===== config.mk =====
export PLATFORM = sky130hd
export DESIGN_NAME = seq_010_gen
export DESIGN_NICKNAME = d
export VERILOG_FILES = /design/src/rtl/fsm_pkg.sv /design/src/rtl/seq_010_gen.sv
export SDC_FILE = /design/constraint.sdc
export NUM_CORES = 1
export LEC_CHECK = 0
export BUFFER_PORTS_ARGS = -buffer_cell sky130_fd_sc_hd__buf_2
export CELL_PAD_IN_SITES_DETAIL_PLACEMENT = 1
export CELL_PAD_IN_SITES_GLOBAL_PLACEMENT = 1
export CORE_UTILIZATION = 37
export DETAILED_ROUTE_END_ITERATION = 8
export PLACE_DENSITY_LB_ADDON = 0.1
export REMOVE_ABC_BUFFERS = 1
export SYNTH_ARGS = -nofsm -noshare
export SYNTH_HDL_FRONTEND = slang
export SYNTH_SLANG_ARGS = --single-unit

===== constraint.sdc =====
create_clock -name clk -period 1.8 [get_ports clk]
set_clock_uncertainty 0.05 [all_clocks]
set_input_delay 0.09 -clock clk [delete_from_list [all_inputs] [get_ports clk]]
set_output_delay 0.09 -clock clk [all_outputs]
set_load 0.03 [all_outputs]

===== src/rtl/fsm_pkg.sv =====
// Shared types and constants for the "010" serial frame generator.
// The frame pattern is stored MSB-first: bit 2 goes out first.
package fsm_pkg;

    typedef enum logic [2:0] {
        G_IDLE,
        G_B0,
        G_B1,
        G_B2,
        G_GAP,
        G_DONE
    } gen_state_e;

    localparam int         FRAME_LEN = 3;
    localparam logic [2:0] FRAME_PAT = 3'b010;

    // Serial level for a given position inside the frame.
    function automatic logic frame_bit(input logic [1:0] pos);
        logic bit_val;
        case (pos)
            2'd0:    bit_val = FRAME_PAT[2];
            2'd1:    bit_val = FRAME_PAT[1];
            2'd2:    bit_val = FRAME_PAT[0];
            default: bit_val = 1'b1;
        endcase
        return bit_val;
    endfunction

endpackage


===== src/rtl/seq_010_gen.sv =====
// Serial "010" frame transmitter: on an accepted start it sends num_frames
// frames, each followed by GAP_BITS guard ones, then pulses done.
module seq_010_gen
    import fsm_pkg::*;
#(
    parameter int CNT_W    = 10,
    parameter int GAP_BITS = 1
) (
    input  logic             clk,
    input  logic             rst,
    input  logic             start,
    input  logic [CNT_W-1:0] num_frames,
    input  logic             abort,
    output logic             ready,
    output logic             busy,
    output logic             done,
    output logic             x,
    output logic [CNT_W-1:0] frame_cnt
);

    localparam int GAP_W = 4;

    gen_state_e       state_reg;
    gen_state_e       state_next;
    logic [CNT_W-1:0] remaining_reg;
    logic [CNT_W-1:0] frame_cnt_reg;
    logic [GAP_W-1:0] gap_cnt_reg;
    logic             abort_reg;

    logic accept;
    logic gap_last;
    logic abort_seen;

    assign accept     = (state_reg == G_IDLE) && start;
    assign gap_last   = (gap_cnt_reg == GAP_W'(GAP_BITS - 1));
    // An abort raised in the final guard cycle still ends the job there.
    assign abort_seen = abort_reg || abort;

    always_ff @(posedge clk or negedge rst) begin
        if (!rst) begin
            state_reg <= G_IDLE;
        end else begin
            state_reg <= state_next;
        end
    end

    always_comb begin
        state_next = state_reg;
        case (state_reg)
            G_IDLE: begin
                if (accept) begin
                    state_next = (num_frames == '0) ? G_DONE : G_B0;
                end
            end
            G_B0:   state_next = G_B1;
            G_B1:   state_next = G_B2;
            G_B2:   state_next = G_GAP;
            G_GAP: begin
                if (gap_last) begin
                    state_next = ((remaining_reg == '0) || abort_seen) ? G_DONE : G_B0;
                end
            end
            G_DONE: state_next = G_IDLE;
            default: state_next = G_IDLE;
        endcase
    end

    always_ff @(posedge clk or negedge rst) begin
        if (!rst) begin
            remaining_reg <= '0;
            frame_cnt_reg <= '0;
            gap_cnt_reg   <= '0;
            abort_reg     <= 1'b0;
        end else begin
            if (accept) begin
                remaining_reg <= num_frames;
                frame_cnt_reg <= '0;
                abort_reg     <= 1'b0;
            end else if (busy && abort) begin
                abort_reg <= 1'b1;
            end

            if (state_reg == G_B2) begin
                frame_cnt_reg <= frame_cnt_reg + 1'b1;
                remaining_reg <= remaining_reg - 1'b1;
                gap_cnt_reg   <= '0;
            end else if (state_reg == G_GAP) begin
                gap_cnt_reg <= gap_cnt_reg + 1'b1;
            end
        end
    end

    // Moore outputs: a reset drops the line back to idle without a clock edge.
    always_comb begin
        x = 1'b1;
        case (state_reg)
            G_B0:    x = frame_bit(2'd0);
            G_B1:    x = frame_bit(2'd1);
            G_B2:    x = frame_bit(2'd2);
            default: x = 1'b1;
        endcase
    end

    assign ready     = (state_reg == G_IDLE);
    assign done      = (state_reg == G_DONE);
    assign busy      = (state_reg == G_B0) || (state_reg == G_B1) ||
                       (state_reg == G_B2) || (state_reg == G_GAP);
    assign frame_cnt = frame_cnt_reg;

endmodule

==> results of run 1 <==
==> final timing paths <==
path                                        from                to  slack, ns
min in group asynchronous                    rst      state_reg[0]       0.31
worst min register to register      frame_cnt[9]      frame_cnt[9]       0.43
max in group asynchronous                    rst  remaining_reg[4]       0.97
worst min-delay path               num_frames[3]  remaining_reg[3]      0.007
worst max register to register  remaining_reg[3]      state_reg[2]      -0.13
worst max-delay path            remaining_reg[3]      state_reg[2]      -0.13
==> routing by layer <==
| layer | global-route usage [%] | vias to the layer above | routed length (µm) |
|---|---|---|---|
| li1 | - | 637 | - |
| met1 | 23.7 | 652 | 1700 |
| met2 | 35.4 | 16 | 1850 |
| met3 | 2.64 | 5 | 75 |
| met4 | 6.67 | 0 | 46 |
| met5 | 0 | - | 0 |
==> metrics by stage <==
| stage | util [%] | hold WS [ns] | setup TNS [ns] |
|---|---|---|---|
| after floorplan | - | -0.256 | -3.57 |
| after global placement | 46.0 | 0.0988 | -0.106 |
| after detailed placement | 46.0 | 0.108 | -0.325 |
| after CTS | 48.2 | 0.00718 | -0.265 |
| after global routing | 48.2 | 0.0209 | -0.655 |
| final | 48.2 | 0.00725 | -0.281 |
==> layout make-up <==
class	instances	area share [%]
Tap cell	48	3.35
Inverter	5	1.05
Sequential cell	28	39.1
Clock buffer	4	3.07
Multi-Input combinational cell	112	40.3
Timing Repair Buffer	40	13.1
==> cell usage after synthesis (all sizes together) (2+ instances only) <==
master	number	share of area, %
nand3	7	2.4
nor2	12	3.1
ha	5	4.3
mux2i	4	2.7
nor4	3	1.3
xnor2	2	1.2
nand2	21	5.4
nor3	3	1.0
o21ai	11	3.8
clkbuf	6	1.5
o311ai	5	3.0
and2	2	0.85
a221o	3	2.0
o211ai	6	3.1
a31oi	3	1.3
a21oi	2	0.68
dfrtp	28	48
inv	5	1.3
or4	3	2.0
or3	3	1.4
nand4	3	1.3
==> logic make-up after synthesis <==
kind of cell	after synthesis	synth area share, %
flip-flops	28	47.8
adder cells (fa/ha/maj)	5	4.27
AO/OA/AOI/OAI	36	17.4
buffers and inverters	12	3.16
AND/OR/NAND/NOR	64	22.8
multiplexers	4	2.73
XOR/XNOR	3	1.79
==> tightest hold or removal path: cells and delay by family <==
kind	cells	cell delay (ns)
AOI/OAI and AO/OA	1	0.08
buffers and inverters	1	0.09
and+or+nand+nor	1	0.04
==> repair_timing <==
action,in CTS,in global routing
buffers inserted,2,0
endpoints found under the setup margin,3,5
pin swaps,2,0
gates resized for setup,2,0
hold buffers,1,0
hold endpoints to repair,28,0
==> power groups by stage <==
stage               Sequential (µW)  Combinational [µW]  Clock [µW]
floorplan                      1070                 719           0
global placement               1030                1180           0
detailed placement             1050                1230           0
CTS                            1040                1260         403
global route                   1080                1380         433
finish                         1050                1230         392
==> results.cfg, run 1 <==
[status]
status = finished, violations left
violations = setup timing

[worst_setup_path]
crit_path_max_incr_delay_ns = 0.54
cp.required_ns = 1.95
critical-path-slowest-cell = or4_4
crit_arrival_ns = 2.08
crit_buf_inv = 0
end_kind = flop
path_class = flop to flop
crit_fanout = 4
crit_chain = or4_4, or4_4, o311a_1, o21ai_1
r2r_cells = 4
start_kind = flop
cp_top_family = simple AND/OR/NAND/NOR gates
critical_path.most_common_cell = or4_4
path_depth = 4

[synthesis]
postSynthCellCount = 152
synth-seq-cells = 28
synthFlopType = dfrtp_1
netlist_area_mm2 = 0.00147
ys_types = 39
synthArstFlopShare_pct = 100
ys_seq_area_share_pct = 47.8
synth-edff-count = 0
ys_warn_count = 0
syn_area_per_cell_um2 = 9.64

[layout]
nNetsFinal = 209
drive_above_1_share_pct = 24.9
layout_commonest_cell = dfrtp_1
multi_input_area_um2 = 722
seq_area_um2 = 701
fillers = 449
layout_common_cells = dfrtp_1, buf_2, nand2_1
diodes = 0
final_cells = 237
area_delta_synth_final_pct = 22.3
fin_area_mm2 = 0.00179

[global_routing]
antenna_found_initial = 0
gr-total-overflow = 0
grt_usage_pct = 19.7
grt_pass1_vias = 1365
grt_max_degree = 29
grt_first_pass_wirelength_um = 6300

[timing]
setup_slack_ns = -0.132
fin_crit_sh_pct = 107
hold_viol_final = 0
relSlewSlack_pct = 57.2
period_minus_slack_ns = 1.93
slew_viol_final = 0
rsz0062_at_grt = yes
clock.fmax_ghz = 0.518
timing_worst_slew_pin_value_ns = 0.642
setup_viol = 3

[clock_tree]
cts_tree = built
clock-sinks = 28
clockBufferDepth = 2
path_clk_slew_ns = 0.10
insertion_delay_ns = 0.27
cts_max_level = 1
numCtsBuffers = 3
cts_root_buffer = clkbuf_8

[power_and_ir_drop]
power_uw = 2670
p_seq_share_pct = 39.2
vdd_drop_max_mv = 0.587
pwr-share-clk_pct = 14.7
p_sw_uw = 1130
combPwrFrac_pct = 46.2
sw_frac_of_total_pct = 42.2
power_density_mw_per_mm2 = 1490
p_leak_uw = 0.000824
p_int_uw = 1540

[place]
dp_cells = 230
dpl_cell_area_mm2 = 0.00171
gp_congestion = 0.780
dp_hpwl_um = 2840
pre_cts_ws_ns = -0.156
portBuffers = 27

[worst_hold_path]
hold_path_class = primary input to flop
min_path_cells = 3

[route]
vias_per_cell = 5.53
drt-pass1-iter-count = 4
drtIter0Drc = 42
vias = 1310
drc = 0
ant_nets = 0
wire_per_inst_um = 15.5
routed_wl_um = 3670

[floorplan]
fp.dieArea_mm2 = 0.00422
die_h_um = 64.9
num_io_pins = 28
die_w_um = 64.9
start_util_pct = 39.4
placeableCoreArea_mm2 = 0.00372
rows = 22

[flow_run]
cap_viol_max_count = 0
Note: power is estimated with default switching activity, not from simulation.
==> run 2: changes to the inputs <==
--- a/config.mk
+++ b/config.mk
@@ -11,7 +11,6 @@
 export CORE_UTILIZATION = 37
 export DETAILED_ROUTE_END_ITERATION = 8
 export PLACE_DENSITY_LB_ADDON = 0.1
-export REMOVE_ABC_BUFFERS = 1
 export SYNTH_ARGS = -nofsm -noshare
 export SYNTH_HDL_FRONTEND = slang
 export SYNTH_SLANG_ARGS = --single-unit
==> run 2 against run 1 <==
  * Combinational power is 11% higher
  * The flow still finishes with violations (setup timing)
  * Design area is 3.1% higher
  * Maximum frequency is 0.29% higher
  * Power is 9.4% higher
  * Utilization is 1.5 points higher
==> results.cfg, run 2 (synthesis results as in run 1) <==
[status]
status = finished, violations left
violations = setup timing

[worst_setup_path]
crit_fanout = 4
cp.required_ns = 1.96
end_kind = flop
r2r_cells = 4
crit_arrival_ns = 2.09
start_kind = flop
path_class = flop to flop

[clock_tree]
numCtsBuffers = 3
clock-sinks = 28
clockBufferDepth = 2
insertion_delay_ns = 0.28
cts_max_level = 1
path_clk_slew_ns = 0.11
cts_root_buffer = clkbuf_8
cts_tree = built

[global_routing]
antenna_found_initial = 0
grt_pass1_vias = 1415
gr-total-overflow = 0
grt_max_degree = 29
grt_usage_pct = 21.2
grt_first_pass_wirelength_um = 6780

[layout]
nNetsFinal = 211
layout_commonest_cell = dfrtp_1
diodes = 0
drive_above_1_share_pct = 27.2
area_delta_synth_final_pct = 26.0
layout_common_cells = dfrtp_1, buf_2, nand2_1

[timing]
timing_worst_slew_pin_value_ns = 0.664
period_minus_slack_ns = 1.93
setup_slack_ns = -0.127
fin_crit_sh_pct = 107
slew_viol_final = 0
hold_viol_final = 0
setup_viol = 3
clock.fmax_ghz = 0.519
rsz0062_at_grt = yes
relSlewSlack_pct = 55.7

[power_and_ir_drop]
p_int_uw = 1700
power_uw = 2920
vdd_drop_max_mv = 0.889
p_leak_uw = 0.000849
p_seq_share_pct = 35.9
p_sw_uw = 1220
combPwrFrac_pct = 46.8
pwr-share-clk_pct = 17.3
sw_frac_of_total_pct = 41.7
power_density_mw_per_mm2 = 1580

[worst_hold_path]
hold_path_class = primary input to flop
min_path_cells = 3

[synthesis]
syn_nets = 171

[floorplan]
num_io_pins = 28
fp.dieArea_mm2 = 0.00422
die_w_um = 64.9
rows = 22
die_h_um = 64.9
start_util_pct = 39.4
placeableCoreArea_mm2 = 0.00372

[route]
ant_nets = 0
drc = 0
drt-pass1-iter-count = 4
vias_per_cell = 5.67
drtIter0Drc = 50
routed_wl_um = 4040
wire_per_inst_um = 16.9
vias = 1354

[place]
gp_congestion = 0.736
pre_cts_ws_ns = -0.131
dp_hpwl_um = 2980
portBuffers = 27

[flow_run]
cap_viol_max_count = 0
[run 2: cell types whose count changed in the layout (fill, tap and decap cells not counted), sizes merged]
| cell | delta |
|---|---|
| bufinv | +1 |
| clkbuf | -1 |
| buf | +2 |
[run 2: power by group through the flow]
stage | combinational (µW) | sequential, µW | clock (µW)
5_1_grt | 1500 | 1080 | 536
6_report | 1370 | 1050 | 504
3_5_place_dp | 1300 | 1030 | 0
4_1_cts | 1320 | 1030 | 518
2_1_floorplan | 810 | 1030 | 0
3_3_place_gp | 1230 | 1010 | 0
[run 2: path summary, 6_finish.rpt]
check                                  from               end  slack (ns)
max                        remaining_reg[3]      state_reg[2]       -0.13
min                           num_frames[5]  remaining_reg[5]       0.004
max reg2reg                remaining_reg[3]      state_reg[2]       -0.13
min reg2reg                    frame_cnt[9]      frame_cnt[9]        0.43
max in group asynchronous               rst  remaining_reg[2]        0.95
min in group asynchronous               rst      frame_cnt[3]        0.32
[run 2: what timing repair did]
action / in CTS / in global routing
setup endpoints to repair: 5 / 10
pin swaps: 0 / 5
hold endpoints to repair: 28 / 0
hold buffers: 1 / 0
buffers inserted: 0 / 2
resized for setup: 0 / 6
[run 2: final cells by class]
type / count / area [µm²]
Tap cell: 48 / 60.1
Clock buffer: 3 / 41.3
Timing Repair Buffer: 42 / 250
Fill cell: 435 / 1870
Inverter: 5 / 18.8
Sequential cell: 28 / 701
Multi-Input combinational cell: 112 / 746
Clock inverter: 1 / 30.0
[run 2: critical path, stage by stage (launching register included)]
cell,delay [ns]
dfrtp_1,0.39
or4_4,0.55
or4_4,0.46
o311a_1,0.30
o21ai_1,0.12
[run 2: per-stage QoR]
stage / setup TNS (ns) / utilization [%] / area, µm² / instances / hold slack [ns]
after floorplan: -0.211 / - / 1470 / 152 / -0.256
after global placement: -0.0849 / 46.5 / 1730 / 232 / 0.0990
after detailed placement: -0.269 / 46.5 / 1730 / 232 / 0.107
after CTS: -0.362 / 48.7 / 1810 / 237 / 0.00777
after global routing: -0.501 / 49.7 / 1850 / 239 / 0.0225
final: -0.330 / 49.7 / 1850 / 239 / 0.00372
[run 2: per-layer routing]
metal / global-route usage (%) / up-vias / share of wire, %
met1: 26.5 / 665 / 44
li1: - / 642 / -
met5: 0 / - / 0
met2: 36.7 / 37 / 50
met3: 3.17 / 10 / 3.4
met4: 7.78 / 0 / 2.5
